## src/rtl/traffic_light.sv

```systemverilog
// Fixed-time two-road traffic light controller (Moore FSM with a per-phase cycle timer).
// Define TRAFFIC_LIGHT_ALLRED_EN to insert an all-red clearance phase after each yellow.
module traffic_light #(
    parameter int GREEN_CYCLES  = 5,
    parameter int YELLOW_CYCLES = 2,
    parameter int ALLRED_CYCLES = 1
) (
    input  logic       clk,
    input  logic       reset,
    output logic [1:0] red_light,
    output logic [1:0] yellow_light,
    output logic [1:0] green_light
);

    localparam int MAX_GY    = (GREEN_CYCLES > YELLOW_CYCLES) ? GREEN_CYCLES : YELLOW_CYCLES;
    localparam int MAX_ALL   = (MAX_GY > ALLRED_CYCLES) ? MAX_GY : ALLRED_CYCLES;
    localparam int CNT_W     = (MAX_ALL > 1) ? $clog2(MAX_ALL) : 1;

    localparam logic [CNT_W-1:0] GREEN_LAST  = CNT_W'(GREEN_CYCLES - 1);
    localparam logic [CNT_W-1:0] YELLOW_LAST = CNT_W'(YELLOW_CYCLES - 1);
`ifdef TRAFFIC_LIGHT_ALLRED_EN
    localparam logic [CNT_W-1:0] ALLRED_LAST = CNT_W'(ALLRED_CYCLES - 1);
`endif

    typedef enum logic [2:0] {
        ST_G0  = 3'd0,
        ST_Y0  = 3'd1,
        ST_AR0 = 3'd2,
        ST_G1  = 3'd3,
        ST_Y1  = 3'd4,
        ST_AR1 = 3'd5
    } state_e;

    state_e           state_q, state_d;
    logic [CNT_W-1:0] cnt_q, cnt_d;
    logic             phase_done;

    // NOTE: reset is in the sensitivity list so lamps fall back to G0 without waiting for clk.
    always_ff @(posedge clk or posedge reset) begin
        if (reset) begin
            state_q <= ST_G0;
            cnt_q   <= '0;
        end else begin
            // NOTE: non-blocking so state and counter both update from the pre-edge values.
            state_q <= state_d;
            cnt_q   <= cnt_d;
        end
    end

    // NOTE: every output of this block gets a default first, so no path can infer a latch.
    always_comb begin
        state_d    = state_q;
        phase_done = 1'b0;
        unique case (state_q)
            ST_G0: begin
                phase_done = (cnt_q == GREEN_LAST);
                if (phase_done) state_d = ST_Y0;
            end
            ST_Y0: begin
                phase_done = (cnt_q == YELLOW_LAST);
`ifdef TRAFFIC_LIGHT_ALLRED_EN
                if (phase_done) state_d = ST_AR0;
`else
                if (phase_done) state_d = ST_G1;
`endif
            end
            ST_G1: begin
                phase_done = (cnt_q == GREEN_LAST);
                if (phase_done) state_d = ST_Y1;
            end
            ST_Y1: begin
                phase_done = (cnt_q == YELLOW_LAST);
`ifdef TRAFFIC_LIGHT_ALLRED_EN
                if (phase_done) state_d = ST_AR1;
`else
                if (phase_done) state_d = ST_G0;
`endif
            end
`ifdef TRAFFIC_LIGHT_ALLRED_EN
            ST_AR0: begin
                phase_done = (cnt_q == ALLRED_LAST);
                if (phase_done) state_d = ST_G1;
            end
            ST_AR1: begin
                phase_done = (cnt_q == ALLRED_LAST);
                if (phase_done) state_d = ST_G0;
            end
`endif
            // Unused encodings (and AR states when clearance is disabled) recover to G0.
            default: begin
                phase_done = 1'b1;
                state_d    = ST_G0;
            end
        endcase
        cnt_d = phase_done ? '0 : cnt_q + 1'b1;
    end

    // Lamp decode; bit1 = road 1, bit0 = road 0. Defaults are the G0 pattern.
    always_comb begin
        red_light    = 2'b10;
        yellow_light = 2'b00;
        green_light  = 2'b01;
        case (state_q)
            ST_G0: ;
            ST_Y0: begin
                yellow_light = 2'b01;
                green_light  = 2'b00;
            end
            ST_G1: begin
                red_light   = 2'b01;
                green_light = 2'b10;
            end
            ST_Y1: begin
                red_light    = 2'b01;
                yellow_light = 2'b10;
                green_light  = 2'b00;
            end
`ifdef TRAFFIC_LIGHT_ALLRED_EN
            ST_AR0, ST_AR1: begin
                red_light   = 2'b11;
                green_light = 2'b00;
            end
`endif
            default: ;
        endcase
    end

endmodule

```

## config.mk

```make
export PLATFORM = sky130hd
export DESIGN_NAME = traffic_light
export DESIGN_NICKNAME = d
export VERILOG_FILES = /design/src/rtl/traffic_light.sv
export SDC_FILE = /design/constraint.sdc
export NUM_CORES = 1
export LEC_CHECK = 0
export CORE_AREA = 10 10 47 49
export CTS_CLUSTER_DIAMETER = 50
export CTS_CLUSTER_SIZE = 28
export DETAILED_ROUTE_END_ITERATION = 8
export DIE_AREA = 0 0 57 59
export PLACE_DENSITY = 0.61
export SETUP_SLACK_MARGIN = 0.05
export SYNTH_ARGS = -nofsm -noshare
export SYNTH_HDL_FRONTEND = slang
export SYNTH_SLANG_ARGS = --single-unit
```

## constraint.sdc

```tcl
create_clock -name clk -period 1.8 [get_ports clk]
set_input_delay 0.36 -clock clk [delete_from_list [all_inputs] [get_ports clk]]
set_output_delay 0.36 -clock clk [all_outputs]
set_load 0.05 [all_outputs]
```

==> run_results.csv <==
group,metric,value,unit
status,outcome,"completed",
run,drv_cap,0,
route,drtIter0Drc,1,
route,routed_via_density,4.59,
floorplanning,start_util,0.272,
layout,areaGrowthSynthToFinish,56.1,%
layout,stdcell_area,596,µm²
logic_synthesis,ys_seq_area_frac,0.393,
sta,rsz0062_at_grt,"no",
route,postRouteAntennaNets,0,
cts,htree_levels,1,
floorplanning,rows,14,
logic_synthesis,syn_area_per_cell,9.09,µm²
setup_path,cp-start-kind,"flip-flop",
route,routed_wl,719,µm
setup_path,worstSetupEndpointType,"output port",
cts,cts_sinks,6,
logic_synthesis,synth_top_area_share,0.393,
sta,fmax,0.584,GHz
sta,skew,0.00370,ns
cts,path_clk_slew,0.05,ns
cts,clock_path_buffers,2,
cts,cts-buffers-inserted,3,
logic_synthesis,synthCells,42,
floorplanning,design.core.area,1400,µm²
cts,clock_latency,0.24,ns
layout,utilization,0.425,
route,drcViolationCount,0,
sta,slew_headroom,0.836,
global_routing,grt_pass1_vias,321,
placement,place_area,542,µm²
floorplanning,dieArea,3360,µm²
pwr,finalPower,0.000262,W
floorplanning,ios,8,
route,first_pass_iters,3,
global_routing,grt_max_degree,10,
setup_path,cp_max_fo,5,
sta,fin_tns_setup,0,ns
global_routing,grtUsageTotal,0.0476,
layout,drive_gt1_frac,0.352,
setup_path,slowest_delay,0.44,ns
floorplanning,dieWidth,57,µm
route,vias,321,
layout,final_cell_mix,"inv_1 (5), dfrtp_1 (5), buf_12 (5), buf_4 (5)",
cts,ctsHoldBuffers,0,
setup_path,path_cells,"nor3b_4, buf_4, a21oi_4, inv_4, buf_12",
sta,period_share,0.952,
floorplanning,fp.dieH,59,µm
pwr,ir_drop,0.000251,V
placement,dp_hpwl,567,µm
logic_synthesis,synth-seq-cells,6,
global_routing,grt_pass1_wl,1.28,mm
logic_synthesis,yosysTopAreaCell,"dfrtp_1",
logic_synthesis,syn_area,382,µm²
setup_path,path_class,"flip-flop to output port",
logic_synthesis,ys_top_cells_by_area,"dfrtp_1 (39%), ha_1 (9.8%), inv_1 (5.9%)",
sta,layout_min_cycle_time,1.71,ns
sta,hold_ws,0.329,ns
setup_path,required,1.44,ns
sta,slew_viol_final,0,
placement,port_buffers,7,
pwr,p_leak,0.302,nW
logic_synthesis,synth.distinct_cells,20,
setup_path,ff2ff_setup_slack,0.28,ns
sta,hold_viol,0,
worst_hold_path,hp-class,"input pin to async pin",
layout,final_nets,61,
placement,place.gp.congestion,0.756,
layout,fillers,136,
global_routing,antenna_found_initial,0,
sta,setup_violations,0,
route,routedWlPerCell,10.3,µm
layout,antenna_cells,0,
cts,cts_tree,"done",
setup_path,critPathSlowestCell,"dfrtp_2",
sta,tightest_slew,0.242,ns
global_routing,overflow,0,
setup_path,cp_data_arrival_time,1.35,ns
logic_synthesis,syn-num-nets,47,
cts,cts-root-buf,"clkbuf_4",
pwr,p_per_area,441,nW/µm²
logic_synthesis,yosysWarningCount,0,
[kinds of logic (layout without fill, tap and decap cells)]
family,Yosys count,after routing,synth area share
XOR/XNOR,1,1,0.0230
flip-flops,6,6,0.393
AO/OA/AOI/OAI,9,9,0.161
buffers and inverters,8,20,0.0918
AND/OR/NAND/NOR,15,15,0.233
adder cells (fa/ha/maj),3,3,0.0984
[cell usage after synthesis]
cell	instances
a221o_1	1
nand2_1	1
nand3b_1	1
buf_4	1
nor4bb_1	1
inv_1	6
ha_1	3
o21bai_1	1
buf_2	1
nor3_1	2
a21bo_1	1
xnor2_1	1
nor2_1	3
o21a_1	1
a31oi_1	1
nor3b_1	2
a21oi_1	4
dfrtp_1	6
nand2b_1	2
nor2b_1	3
[through the flow]
step / instances / setup WS [ns]
2_1_floorplan: 42 / -0.0598
3_3_place_gp: 64 / 0.210
3_5_place_dp: 64 / 0.232
4_1_cts: 67 / 0.0501
5_1_grt: 70 / 0.0425
6_report: 70 / 0.0868
[final timing paths]
| path | startpoint | endpoint | cells after the start |
|---|---|---|---|
| min | reset | cnt_q[2]$_DFF_PP0_ | 2 |
| min reg2reg | cnt_q[0]$_DFF_PP0_ | cnt_q[0]$_DFF_PP0_ | 1 |
| max in group asynchronous | reset | state_q[2]$_DFFE_PP0P_ | 2 |
| max reg2reg | cnt_q[0]$_DFF_PP0_ | cnt_q[0]$_DFF_PP0_ | 5 |
| min in group clk | cnt_q[0]$_DFF_PP0_ | cnt_q[0]$_DFF_PP0_ | 1 |
| max | state_q[2]$_DFFE_PP0P_ | red_light[0] | 5 |
[layer usage]
| layer | GRT usage | vias up | part of all wire |
|---|---|---|---|
| met5 | 0 | - | 0 |
| met4 | 0.0503 | 0 | 0.0056 |
| met3 | 0.0215 | 2 | 0.086 |
| met2 | 0.0636 | 8 | 0.41 |
| met1 | 0.0526 | 143 | 0.50 |
| li1 | - | 168 | - |
[power by group]
group	internal, W	switching [W]	total [W]
clock network	0.0000753	0.0000470	0.000122
registers	0.000135	0	0.000135
logic	0.00000202	0.00000273	0.00000475
total	0.000213	0.0000497	0.000262
[registers in the layout, indices dropped and copies added (netlist names)]
signal   flops
cnt_q        3
state_q      3
[critical path: cells and delay by family (launching register included)]
| kind | cells | cell delay [ns] |
|---|---|---|
| simple gates | 1 | 0.16 |
| buf+inv | 3 | 0.34 |
| compound gates | 1 | 0.17 |
| flops | 1 | 0.44 |
[layout make-up]
| cell class | instances | area, µm² | share of cell area |
|---|---|---|---|
| flip-flops and latches | 6 | 151 | 0.254 |
| repair buffers | 11 | 148 | 0.248 |
| inverters | 6 | 25.0 | 0.0420 |
| well taps | 16 | 20.0 | 0.0336 |
| multi-input cells | 28 | 229 | 0.384 |
| clock buffers | 3 | 22.5 | 0.0378 |
[repair_timing]
item,4_1_cts,5_1_grt
buffers inserted,0,3
endpoints found under the hold margin,0,0
pin swaps,1,1
setup endpoints to repair,3,4
gates resized for setup,1,2
Power figures use the tool's default switching activity.
